`src/rtl/tag_pkg.sv`:
```
// rtl/tag_pkg.sv - shared state encoding and width helpers for the tag generator
package tag_pkg;

  typedef enum logic [1:0] {
    IDLE  = 2'd0,
    ACCUM = 2'd1,
    HOLD  = 2'd2
  } state_t;

  function automatic int sh_w(input int blk_w);
    return $clog2(blk_w);
  endfunction

  // Each block owns one flip bit plus a rotate amount wide enough for BLK_W.
  function automatic int key_w(input int num_blk, input int blk_w);
    return num_blk * (1 + sh_w(blk_w));
  endfunction

endpackage

```
`src/rtl/tag_fold.sv`:
```
// rtl/tag_fold.sv - combinational keyed fold of one message word into a block
module tag_fold
  import tag_pkg::*;
#(
  parameter int DATA_W  = 32,
  parameter int NUM_BLK = 4,
  localparam int BLK_W  = DATA_W / NUM_BLK,
  localparam int SH_W   = sh_w(BLK_W),
  localparam int KEY_W  = key_w(NUM_BLK, BLK_W)
) (
  input  logic [DATA_W-1:0] data,
  input  logic [KEY_W-1:0]  key,
  output logic [BLK_W-1:0]  fold
);

  logic [BLK_W-1:0]   blk;
  logic [SH_W-1:0]    sh;
  logic [2*BLK_W-1:0] dbl;

  // Rotating the doubled block left and keeping the top half gives rotl mod BLK_W.
  always_comb begin
    fold = '0;
    blk  = '0;
    sh   = '0;
    dbl  = '0;
    for (int i = 0; i < NUM_BLK; i++) begin
      blk  = data[i*BLK_W +: BLK_W] ^ {BLK_W{key[i*(1+SH_W)]}};
      sh   = key[i*(1+SH_W)+1 +: SH_W];
      dbl  = {blk, blk} << sh;
      fold = fold ^ dbl[2*BLK_W-1 -: BLK_W];
    end
  end

endmodule

```
`src/rtl/tag_gen_stream.sv`:
```
// rtl/tag_gen_stream.sv - keyed rolling tag over a beat stream with tag handoff
module tag_gen_stream
  import tag_pkg::*;
#(
  parameter int DATA_W  = 32,
  parameter int NUM_BLK = 4,
  parameter int CNT_W   = 16,
  localparam int BLK_W  = DATA_W / NUM_BLK,
  localparam int KEY_W  = key_w(NUM_BLK, BLK_W)
) (
  input  logic              clk,
  input  logic              reset,
  input  logic              in_valid,
  output logic              in_ready,
  input  logic [DATA_W-1:0] in_data,
  input  logic              in_last,
  input  logic [KEY_W-1:0]  key,
  output logic              tag_valid,
  input  logic              tag_ready,
  output logic [BLK_W-1:0]  tag,
  output logic [CNT_W-1:0]  tag_len
);

  state_t            state, next_state;
  logic [BLK_W-1:0]  acc;
  logic [CNT_W-1:0]  cnt;
  logic [KEY_W-1:0]  key_q;

  logic              accept;
  logic              first_beat;
  logic [KEY_W-1:0]  key_use;
  logic [BLK_W-1:0]  fold;
  logic [BLK_W-1:0]  acc_prev, acc_new;
  logic [CNT_W-1:0]  cnt_prev, cnt_new;
  logic [BLK_W-1:0]  cnt_lo;

  assign accept     = in_valid && in_ready;
  assign first_beat = (state == IDLE);
  // The live key is used only for a message's opening beat; later beats see key_q.
  assign key_use    = first_beat ? key : key_q;
  assign acc_prev   = first_beat ? '0 : acc;
  assign cnt_prev   = first_beat ? '0 : cnt;
  assign acc_new    = {acc_prev[BLK_W-2:0], acc_prev[BLK_W-1]} ^ fold;
  assign cnt_new    = (cnt_prev == {CNT_W{1'b1}}) ? cnt_prev : cnt_prev + 1'b1;

  generate
    if (CNT_W >= BLK_W) begin : g_cnt_trunc
      assign cnt_lo = cnt_new[BLK_W-1:0];
    end else begin : g_cnt_ext
      assign cnt_lo = {{(BLK_W-CNT_W){1'b0}}, cnt_new};
    end
  endgenerate

  tag_fold #(
    .DATA_W (DATA_W),
    .NUM_BLK(NUM_BLK)
  ) u_fold (
    .data(in_data),
    .key (key_use),
    .fold(fold)
  );

  always_ff @(posedge clk) begin
    if (reset) state <= IDLE;
    else       state <= next_state;
  end

  always_comb begin
    next_state = state;
    in_ready   = 1'b0;
    unique case (state)
      IDLE, ACCUM: begin
        in_ready = 1'b1;
        if (in_valid) next_state = in_last ? HOLD : ACCUM;
      end
      HOLD: begin
        if (tag_ready) next_state = IDLE;
      end
      default: next_state = IDLE;
    endcase
  end

  always_ff @(posedge clk) begin
    if (reset) begin
      acc       <= '0;
      cnt       <= '0;
      key_q     <= '0;
      tag       <= '0;
      tag_len   <= '0;
      tag_valid <= 1'b0;
    end else if (accept) begin
      acc <= acc_new;
      cnt <= cnt_new;
      if (first_beat) key_q <= key;
      if (in_last) begin
        tag       <= acc_new ^ cnt_lo;
        tag_len   <= cnt_new;
        tag_valid <= 1'b1;
      end
    end else if (state == HOLD && tag_ready) begin
      tag_valid <= 1'b0;
    end
  end

endmodule

```
`config.mk`:
```
export PLATFORM = sky130hd
export DESIGN_NAME = tag_gen_stream
export DESIGN_NICKNAME = d
export VERILOG_FILES = /design/src/rtl/tag_pkg.sv /design/src/rtl/tag_fold.sv /design/src/rtl/tag_gen_stream.sv
export SDC_FILE = /design/constraint.sdc
export NUM_CORES = 1
export LEC_CHECK = 0
export ABC_AREA = 1
export BUFFER_PORTS_ARGS = -buffer_cell sky130_fd_sc_hd__buf_2
export CAP_MARGIN = 0
export CELL_PAD_IN_SITES_DETAIL_PLACEMENT = 1
export CELL_PAD_IN_SITES_GLOBAL_PLACEMENT = 2
export CORE_UTILIZATION = 24
export CTS_CLUSTER_DIAMETER = 80
export DETAILED_ROUTE_END_ITERATION = 12
export PLACE_DENSITY = 0.72
export SLEW_MARGIN = 20
export SYNTH_ARGS = -nofsm -noshare
export SYNTH_HDL_FRONTEND = slang
export SYNTH_HIERARCHICAL = 1
export SYNTH_SLANG_ARGS = --single-unit
```
`constraint.sdc`:
```
create_clock -name clk -period 3.14 [get_ports clk]
set_input_delay 0.628 -clock clk [delete_from_list [all_inputs] [get_ports clk]]
set_output_delay 0.628 -clock clk [all_outputs]
set_load 0.1 [all_outputs]
```
==> impl_results.md, run 1 <==
- Pint: between 2000 and 2500 µW
- Post-Syn Instances: ~1200
- Min-delay worst type: input port to flip-flop
- Slew margin rel.: between 40% and 50%
- CP required: around 3.4 ns
- Ranking of synthesized cells by area: nand3_1 (22%), nand2_1 (22%), dfxtp_1 (21%)
- Initial Util: around 25%
- Nets: about 1300
- Power, Total: between 3000 and 4000 µW
- Gr usage total: between 15 and 20%
- DRT iter0 DRCs: ~350
- Final setup viols: 0
- WL/cell: approximately 15 µm
- Final hold vios: 0
- Worst skew pair latency: between 0.3 and 0.4 ns
- Peak supply drop: ~0.25 mV
- Avg Cell Area, Syn: 5.41 µm²
- Seq cells post-synth: between 60 and 70
- Share of cells above drive strength 1: roughly 15%
- Critical path startpoint category: flip-flop
- Cell Chain, Critical Path: nor2_4, buf_12, nand2_1, o21ai_1, buf_4, nand2_1, nand3_1, nand3_1, nand3_1, o21ai_1, nand2_1, nand2_1, nand2_1, nand2_1, xnor2_1, inv_1, nand2_1, nand3_1, nand2_1, inv_1
- Root Driver: clkbuf_16
- Die Ht: approximately 170 µm
- R2R setup slack: between 0.2 and 0.3 ns
- Clock Sinks: 67
- Post-DP HPWL: 18.2 mm
- Clock skew: 0.0107 ns
- Slew @ Worst Pin: between 0.7 and 0.8 ns
- Non-filler cells, final: between 1500 and 2000
- Drt total wl: about 23 mm
- I/O Buffers: about 80
- Drt first pass iters: 9
- Clock slew at reported path FFs: 0.06 ns
- Area leader, netlist: nand3_1
- Synth cell types: 26
- Max Cap Viol: 0
- Kind of critical path: flip-flop to flip-flop
- CP peak stage delay: 0.35 ns
- Sequential cell area fraction in the yosys report: 20.8%
- Switching share of power: between 40% and 50%
- Seq pwr share: roughly a quarter
- RSZ-0062 raised after global routing: yes
- Status: complete, but fails checks
- Area Overhead vs Synth: 17.7%
- Post-Syn Nets: ~1200
- First-pass GRT wire length: approximately 38 mm
- Yosys warning total: 6
- Largest net degree at the start of global routing: 45
- Slowest cell on the critical path: dfxtp_1
- Logic gate share of total power: between 40% and 50%
- CTS buffer count: 9
- Grt ovf: 0
- Drt drc: 5
- Post-synth EDFFs: 0
- CTS max path bufs: 2
- Multi-input gate area in the final layout: around 0.0042 mm²
- Post-Place Cells: around 1600
- Switching power: about 1800 µW
- Clk pwr share: 27.3%
- Failing checks: design-rule violations
- Top-count cell post-synth: nand2_1
- Power Dens Cells: 524 mW/mm²
- Slew Limit Fails: 0
- Htree depth: 3
- Post-synth top area share: 22.3%
- Clock period minus worst slack: around 2.9 ns
- Async SR Flop Fraction: 0%
- Width of the die: 166 µm
- Top post-synthesis cells by count: nand2_1 (379), nand3_1 (288), inv_1 (155)
- Most used cell, CP: nand2_1
- Crit. End Element: flip-flop
- CP Max Fanout: 19
- Vias per Instance: ~4.7
- CTS tree: built
- Die footprint: 0.0275 mm²
- Initial antenna violation count: 0
- Crit path arrival time: 3.11 ns
- Antenna-violating nets left: 0
- Number of global-route vias before repair: 7284
- Row cnt: 59
- Post-Syn Area: roughly 0.0065 mm²
- Util after Layout: 29.0%
- Num ports: between 70 and 80
- Ant diodes: 0
- Most used DFF post-synth: dfxtp_1
- Fmax: 0.349 GHz
- Leak Pwr: ~0.0042 µW
- Core Box Area: 0.0262 mm²
- Number of fillers in the final layout: 3487
- Register area: 0.00134 mm²
- GPL Wtd Cong: roughly 0.8
- Tcrit/Tclk final: between 90 and 100%
- Via Count: 7541
## logic make-up after synthesis
family	count (synthesis)	share of synthesized area, %
XOR/XNOR	9	1.22
AO/OA/AOI/OAI	119	9.64
buffers and inverters	220	14.2
AND/OR/NAND/NOR	778	54.2
flip-flops	67	20.8
## state kept, by name, indices dropped and copies added, names as in the netlist
signal     cells
key_q         16
cnt           16
tag            8
tag_valid      1
acc            8
state          2
tag_len       16
## cell type report
cell class | instances | area share (%)
inverters | 161 | 7.99
flip-flops and latches | 67 | 17.7
well taps | 335 | 5.52
repair buffers | 113 | 8.82
clock buffers | 11 | 3.33
clock inverters | 5 | 0.791
multi-input cells | 906 | 55.9
## placed cells by master (no fill, tap or decap), types with 2 or more instances in the layout
cell type / instances
a21oi_1: 38
buf_2: 78
buf_4: 33
clkbuf_16: 9
clkbuf_8: 2
dfxtp_1: 67
inv_1: 153
inv_2: 7
nand2_1: 379
nand2_2: 11
nand2_4: 6
nand3_1: 288
nand3_2: 18
nand3b_1: 3
nor2_1: 62
nor2_2: 6
nor3_1: 3
o211ai_1: 9
o21ai_0: 62
o21ai_1: 7
xnor2_1: 5
xnor2_2: 2
## worst max-delay path: cells and delay by family (launching register included)
family | cells | cell delay, ns
simple gates | 13 | 1.33
flops | 1 | 0.35
compound gates | 2 | 0.26
xor+xnor | 1 | 0.23
buf+inv | 4 | 0.58
## power groups by stage
stage	Combinational, µW	Sequential, µW	Clock, µW
floorplan	1240	1150	0
global placement	1860	983	0
detailed placement	1890	985	0
CTS	1900	966	1120
global route	2180	974	1150
finish	1930	965	1090
## metrics by stage
stage                     hold WS [ns]  setup TNS, ns  worst slack (ns)  area (µm²)
after floorplan                  0.468              0             0.388        6450
after global placement           0.482              0             0.120        7170
after detailed placement         0.491              0            0.0194        7170
after CTS                        0.472              0            0.0365        7480
after global routing             0.481        -0.0456           -0.0236        7590
final                            0.480              0             0.272        7590
## timing repair
item / CTS / global route
buffers inserted: 0 / 8
resized for setup: 0 / 10
endpoints found under the setup margin: 0 / 15
hold buffers: 0 / 0
## worst paths after layout
check                              start                     end  cells past startpoint
setup / recovery   state[0]$_SDFFE_PP0P_     tag[5]$_SDFFE_PP0P_                     20
hold reg to reg   tag_valid$_SDFFE_PP0P_  tag_valid$_SDFFE_PP0P_                      2
setup reg to reg   state[0]$_SDFFE_PP0P_     tag[5]$_SDFFE_PP0P_                     20
hold / removal                   in_last   state[0]$_SDFFE_PP0P_                      2
## layer usage
layer | vias up | wire length [µm] | track usage [%]
li1 | 3956 | - | -
met1 | 3500 | 12300 | 24.1
met2 | 74 | 10400 | 27.6
met3 | 11 | 512 | 1.98
met4 | 0 | 210 | 3.45
met5 | - | 0 | 0
Power figures use the tool's default switching activity.
==> run 2: changes to the inputs <==
--- a/config.mk
+++ b/config.mk
@@ -14,6 +14,7 @@
 export CTS_CLUSTER_DIAMETER = 80
 export DETAILED_ROUTE_END_ITERATION = 12
 export PLACE_DENSITY = 0.72
+export SETUP_SLACK_MARGIN = 0.5
 export SLEW_MARGIN = 20
 export SYNTH_ARGS = -nofsm -noshare
 export SYNTH_HDL_FRONTEND = slang
==> impl_results.md, run 2 (same netlist as run 1, synthesis figures left out) <==
- Status: complete, but fails checks
- Failing checks: design-rule violations
- Drt total wl: 24.6 mm (+5.4%)
- CTS max path bufs: 2 (unchanged)
- Worst reg2reg path endpoint: tag[5]$_SDFFE_PP0P_
- Peak supply drop: 0.229 mV (-7.9%)
- GPL Wtd Cong: 0.833 (+2.7%)
- Clock period minus worst slack: 2.67 ns (-0.194 ns)
- Placed Area: 0.00720 mm² (+0.38%)
- Slew @ Worst Pin: 0.756 ns (+0.00124 ns)
- Via Count: 7791 (+3.3%)
- Fmax: 0.374 GHz (+7.2%)
- Num ports: 79 (unchanged)
- Most frequent cells in the layout: nand2_1 (328), nand3_1 (196), inv_1 (142)
- Vias per Instance: 4.79 (+1.6%)
- Reg-to-Reg Start: state[0]$_SDFFE_PP0P_
- CTS buffer count: 9 (unchanged)
- Worst skew pair latency: 0.34 ns (about the same)
- Core Box Area: 0.0262 mm² (unchanged)
- R2r worst-path depth: 20 (unchanged)
- Leak Pwr: 0.00458 µW (+9.7%)
- Htree depth: 3 (unchanged)
- I/O Buffers: 78 (unchanged)
- Min-delay src: in_last
- Die footprint: 0.0275 mm² (unchanged)
- Final hold vios: 0 (unchanged)
- CP required: 3.38 ns (about the same)
- Setup WS pre-CTS: 0.234 ns (+0.214 ns)
- R2R setup slack: 0.47 ns (+0.19 ns)
- Drt drc: 5 (unchanged)
- Setup TNS: 0 ns (unchanged)
- Share of cells above drive strength 1: 29.3% (+15 points)
- Clock Sinks: 67 (unchanged)
- First-pass GRT wire length: 39.2 mm (+3.0%)
- Width of the die: 166 µm (unchanged)
- Crit path arrival time: 2.91 ns (-0.20 ns)
- RSZ-0062 raised after global routing: yes
- Post-Place Cells: 1575 (+0.13%)
- Gr usage total: 17.4% (+0.39 points)
- Worst Hold Endpoint: state[0]$_SDFFE_PP0P_
- Slew Limit Fails: 0 (unchanged)
- Finished layout cell area: 0.00865 mm² (+14%)
- Min-delay worst type: input port to flip-flop
- Initial antenna violation count: 0 (unchanged)
- Worst hold slack: 0.476 ns (-0.00403 ns)
- WL/cell: 15.1 µm (+3.7%)
- Commonest non-fill, non-tap cell in the layout: nand2_1
- Tcrit/Tclk final: 85.2% (-6.2 points)
- Area Overhead vs Synth: 34.0%
- Row cnt: 59 (unchanged)
- Kind of critical path: flip-flop to flip-flop
- CTS tree: built
- Min-Delay Path Depth: 2 (unchanged)
- Non-filler cells, final: 1625 (+1.7%)
- CP Max Fanout: 6 (-13)
- Crit. End Element: flip-flop
- Power Dens Cells: 502 mW/mm² (-4.2%)
- DRT iter0 DRCs: 306 (-11%)
- Grt ovf: 0 (unchanged)
- Biggest regs: cnt (16), key_q (16), tag_len (16)
- Die Ht: 166 µm (unchanged)
- Critical path startpoint category: flip-flop
- Slew margin rel.: 49.5% (-0.083 points)
- Number of global-route vias before repair: 7596 (+4.3%)
- Final setup viols: 0 (unchanged)
- Drt first pass iters: 9 (unchanged)
- Largest net degree at the start of global routing: 45 (unchanged)
- Max Cap Viol: 0 (unchanged)
- Ant diodes: 0 (unchanged)
- Clock slew at reported path FFs: 0.06 ns (about the same)
- Root Driver: clkbuf_16
- Antenna-violating nets left: 0 (unchanged)
- Nets: 1338 (+2.1%)
- Post-DP HPWL: 18.0 mm (-1.2%)
- Final setup margin: 0.466 ns (+0.194 ns)
- Initial Util: 24.6% (unchanged)
- Clock skew: 0.00756 ns (-0.00315 ns)
[run 2: worst max-delay path by stage]
stage / startpoint / end / cells after the start
finish: state[0]$_SDFFE_PP0P_ / tag[5]$_SDFFE_PP0P_ / 20
global route: state[0]$_SDFFE_PP0P_ / tag[5]$_SDFFE_PP0P_ / 21
CTS: state[1]$_SDFFE_PP0P_ / tag[1]$_SDFFE_PP0P_ / 20
global placement: key[0] / tag[4]$_SDFFE_PP0P_ / 21
detailed placement: state[1]$_SDFFE_PP0P_ / tag[1]$_SDFFE_PP0P_ / 20
floorplan: state[1]$_SDFFE_PP0P_ / tag[0]$_SDFFE_PP0P_ / 23
[run 2: area by class of cell]
cell class	count	area (µm²)
Clock buffer	12	267
Clock inverter	4	47.5
Fill cell	3448	17600
Inverter	161	614
Multi-Input combinational cell	906	4970
Sequential cell	67	1340
Tap cell	335	419
Timing Repair Buffer	138	966
Timing Repair inverter	2	15.0
[run 2: per-layer routing]
metal  up-vias  GRT usage (%)  wire length (µm)  share of wire, %
li1       4007              -                 -                 -
met1      3683           24.8             12500                51
met2        93           28.1             11400                46
met3         8           2.62               641               2.6
met4         0           2.44               110              0.45
met5         -              0                 0                 0
[run 2: critical path: stages (launching register included)]
cell       delay (ns)
dfxtp_2          0.36
nor2_4           0.07
buf_4            0.15
clkbuf_16        0.16
o21ai_4          0.24
clkinv_4         0.13
buf_6            0.15
nand2_2          0.09
nand3_4          0.10
nand3_4          0.10
nand2_2          0.06
o21ai_2          0.15
nand2_1          0.10
nand3_1          0.10
nand2_2          0.08
xnor2_2          0.18
inv_1            0.08
nand2_1          0.08
nand3_2          0.06
nand2_1          0.10
inv_1            0.04
[run 2: power by group]
part	switching, µW	internal [µW]	leakage [µW]
clock network	399	677	0.000155
logic	1530	772	0.00387
registers	40.3	927	0.000554
total	1970	2380	0.00458
[run 2: timing repair]
item	4_1_cts	5_1_grt
gates cloned	5	3
gates resized for setup	43	182
pin swaps	2	54
setup endpoints to repair	16	16
buffers inserted	12	14
hold buffers	0	0
[run 2: metrics by stage]
stage               util (%)  power [µW]
floorplan                  -        2390
global placement        27.5        2850
detailed placement      27.5        2880
CTS                     29.8        4120
global route            33.0        4680
finish                  33.0        4340
==> run 3: changes to the inputs <==
--- a/config.mk
+++ b/config.mk
@@ -10,9 +10,11 @@
 export CAP_MARGIN = 0
 export CELL_PAD_IN_SITES_DETAIL_PLACEMENT = 1
 export CELL_PAD_IN_SITES_GLOBAL_PLACEMENT = 2
+export CORE_ASPECT_RATIO = 1.25
 export CORE_UTILIZATION = 24
 export CTS_CLUSTER_DIAMETER = 80
 export DETAILED_ROUTE_END_ITERATION = 12
+export MAX_ROUTING_LAYER = met4
 export PLACE_DENSITY = 0.72
 export SETUP_SLACK_MARGIN = 0.5
 export SLEW_MARGIN = 20
==> impl_results.md, run 3 (same netlist as run 1, synthesis figures left out) <==
- Worst skew pair latency: 0.34 ns (about the same)
- Power Dens Cells: 507 mW/mm² (+1.0%)
- Row cnt: 66 (+12%)
- Clock period minus worst slack: 2.74 ns (+0.0670 ns)
- Leak Pwr: 0.00458 µW (about the same)
- Via Count: 7964 (+2.2%)
- Cell Chain, Critical Path: nor2_4, buf_12, clkbuf_16, nand2_1, o21ai_1, buf_6, buf_4, nand2_1, nand3_1, nand3_1, nand3_1, nand2_1, nand2_1, nand2_2, nand3_1, nand2_2, xnor2_2, inv_1, nand2_1, nand3_1, nand2_1, inv_1
- Top Family by Delay on Critical Path: simple AND/OR/NAND/NOR gates
- Area Overhead vs Synth: 35.3%
- Clk pwr share: 25.7% (+0.9 points)
- Clock skew: 0.0124 ns (+0.00488 ns)
- Clock Sinks: 67 (unchanged)
- Gr usage total: 18.7% (+1.3 points)
- Setup TNS: 0 ns (unchanged)
- Slowest cell on the critical path: dfxtp_2
- Biggest regs: cnt (16), key_q (16), tag_len (16)
- Die footprint: 0.0276 mm² (about the same)
- Switching share of power: 45.6% (+0.29 points)
- Number of global-route vias before repair: 7606 (+0.13%)
- Pint: 2410 µW (+1.5%)
- Status: finished, final reports clean
- CTS Hold Bufs: 0 (unchanged)
- RSZ-0062 raised after global routing: yes
- Drt first pass iters: 4 (-5)
- R2R setup slack: 0.40 ns (-0.07 ns)
- Final setup viols: 0 (unchanged)
- Min-delay src: in_last
- Crit path arrival time: 2.99 ns (+0.08 ns)
- Logic gate share of total power: 52.5% (-0.4 points)
- Nets: 1341 (+0.22%)
- CP required: 3.38 ns (about the same)
- Ant diodes: 0 (unchanged)
- First-pass GRT wire length: 39.2 mm (+0.14%)
- Min-delay worst type: input port to flip-flop
- Fmax: 0.365 GHz (-2.4%)
- Max Cap Viol: 0 (unchanged)
- Largest net degree at the start of global routing: 45 (unchanged)
- Share of cells above drive strength 1: 28.1% (-1.2 points)
- Seq pwr share: 21.8% (-0.5 points)
- Most frequent cells in the layout: nand2_1 (329), nand3_1 (213), inv_1 (142)
- CP peak stage delay: 0.33 ns (-0.03 ns)
- CP Max Fanout: 6 (unchanged)
- Drt total wl: 26.2 mm (+6.4%)
- Width of the die: 149 µm (-10%)
- Tcrit/Tclk final: 87.3% (+2.1 points)
- Num ports: 79 (unchanged)
- Htree depth: 3 (unchanged)
- Slew Limit Fails: 0 (unchanged)
- Final setup margin: 0.399 ns (-0.0670 ns)
- Die Ht: 185 µm (+12%)
- Initial antenna violation count: 0 (unchanged)
- Vias per Instance: 4.88 (+1.7%)
- CTS max path bufs: 2 (unchanged)
- Critical path buffers and inverters: 6 (unchanged)
- Core Box Area: 0.0263 mm² (+0.21%)
- Kind of critical path: flip-flop to flip-flop
- Reg-to-Reg Start: state[1]$_SDFFE_PP0P_
- Drt drc: 0 (-5)
- Clock slew at reported path FFs: 0.06 ns (about the same)
- WL/cell: 16.0 µm (+5.9%)
- CTS buffer count: 9 (unchanged)
- Critical Path End: tag[0]$_SDFFE_PP0P_
- Critical path depth in cells: 22 (+10%)
- I/O Buffers: 78 (unchanged)
- Antenna-violating nets left: 0 (unchanged)
- Initial Util: 24.6% (-0.050 points)
- DRT iter0 DRCs: 226 (-26%)
- CTS tree: built
- Grt ovf: 0 (unchanged)
- Post-Place Cells: 1577 (+0.13%)
- Root Driver: clkbuf_16
- Worst reg2reg path endpoint: tag[0]$_SDFFE_PP0P_
- Peak supply drop: 0.183 mV (-20%)
- Final hold vios: 0 (unchanged)
- Commonest non-fill, non-tap cell in the layout: nand2_1
- Critical path startpoint category: flip-flop
- Crit. End Element: flip-flop
- R2r worst-path depth: 22 (+10%)
- Slew margin rel.: 46.3% (-3.3 points)
- Setup WS pre-CTS: 0.199 ns (-0.0352 ns)
- Slew @ Worst Pin: 0.805 ns (+0.0490 ns)
- Switching power: 2020 µW (+2.7%)
- GPL Wtd Cong: 0.814 (-2.2%)
- Worst Setup SP: state[1]$_SDFFE_PP0P_
- Most used cell, CP: nand2_1
- Post-DP HPWL: 18.5 mm (+2.9%)
- Non-filler cells, final: 1633 (+0.49%)
run 3: changes by cell type in the layout (fill, tap and decap cells not counted), moves of 2 or more:
cell,change
nand2_8,+4
inv_2,-4
nand3_4,+6
nand2_4,-5
buf_4,-5
inv_4,+4
nand3_1,+17
o21ai_0,-2
buf_6,-2
buf_2,+5
buf_12,+3
clkbuf_8,-3
nand3_2,-23
run 3: routing by layer:
metal / wire, µm / vias to the layer above / global-route usage [%]
met4: 359 / 0 / 3.96
met2: 13600 / 122 / 33.7
li1: - / 4028 / -
met3: 651 / 25 / 1.90
met1: 11600 / 3789 / 22.1
met5: 0 / - / -
run 3: worst min-delay path by stage:
stage / to / slack (ns) / cells after the start
finish: state[0]$_SDFFE_PP0P_ / 0.48 / 2
global placement: tag_valid$_SDFFE_PP0P_ / 0.48 / 2
CTS: state[0]$_SDFFE_PP0P_ / 0.47 / 2
global route: state[0]$_SDFFE_PP0P_ / 0.47 / 2
floorplan: acc[7]$_SDFFE_PP0P_ / 0.47 / 2
detailed placement: acc[1]$_SDFFE_PP0P_ / 0.49 / 2
run 3: final cells by class:
| class | instances | area (µm²) |
|---|---|---|
| well taps | 340 | 425 |
| flip-flops and latches | 67 | 1340 |
| multi-input cells | 906 | 4970 |
| repair inverters | 3 | 20.0 |
| clock inverters | 6 | 88.8 |
| fillers | 3479 | 17500 |
| inverters | 161 | 624 |
| repair buffers | 140 | 1030 |
| clock buffers | 10 | 229 |
run 3: power groups by stage:
stage,Clock [µW],Combinational (µW),Sequential [µW]
after detailed placement,0,1890,986
final,1140,2330,966
after floorplan,0,1240,1150
after CTS,1180,2010,968
after global placement,0,1860,985
after global routing,1210,2560,975
run 3: what timing repair did:
item                       CTS  global route
gates resized for setup     44           177
pin swaps                    7            49
setup buffers               10            16
gates cloned                 4            10
setup endpoints to repair   16            16
run 3: through the flow:
stage,total power [µW],util [%],cell area [µm²],hold slack [ns]
final,4430,33.3,8730,0.479
after CTS,4160,29.8,7820,0.472
after floorplan,2390,-,6460,0.468
after global routing,4740,33.3,8730,0.473
after detailed placement,2870,27.4,7180,0.488
after global placement,2850,27.4,7180,0.475
run 3: worst register-to-register path, cell delays in order (launching register included):
cell and delay (ns):
dfxtp_2 0.33, nor2_4 0.22, buf_12 0.15, clkbuf_16 0.15, nand2_1 0.06, o21ai_1 0.09, buf_6 0.16, buf_4 0.13
nand2_1 0.08, nand3_1 0.14, nand3_1 0.14, nand3_1 0.10, nand2_1 0.07, nand2_1 0.08, nand2_2 0.07, nand3_1 0.08
nand2_2 0.08, xnor2_2 0.19, inv_1 0.08, nand2_1 0.07, nand3_1 0.07, nand2_1 0.08, inv_1 0.03
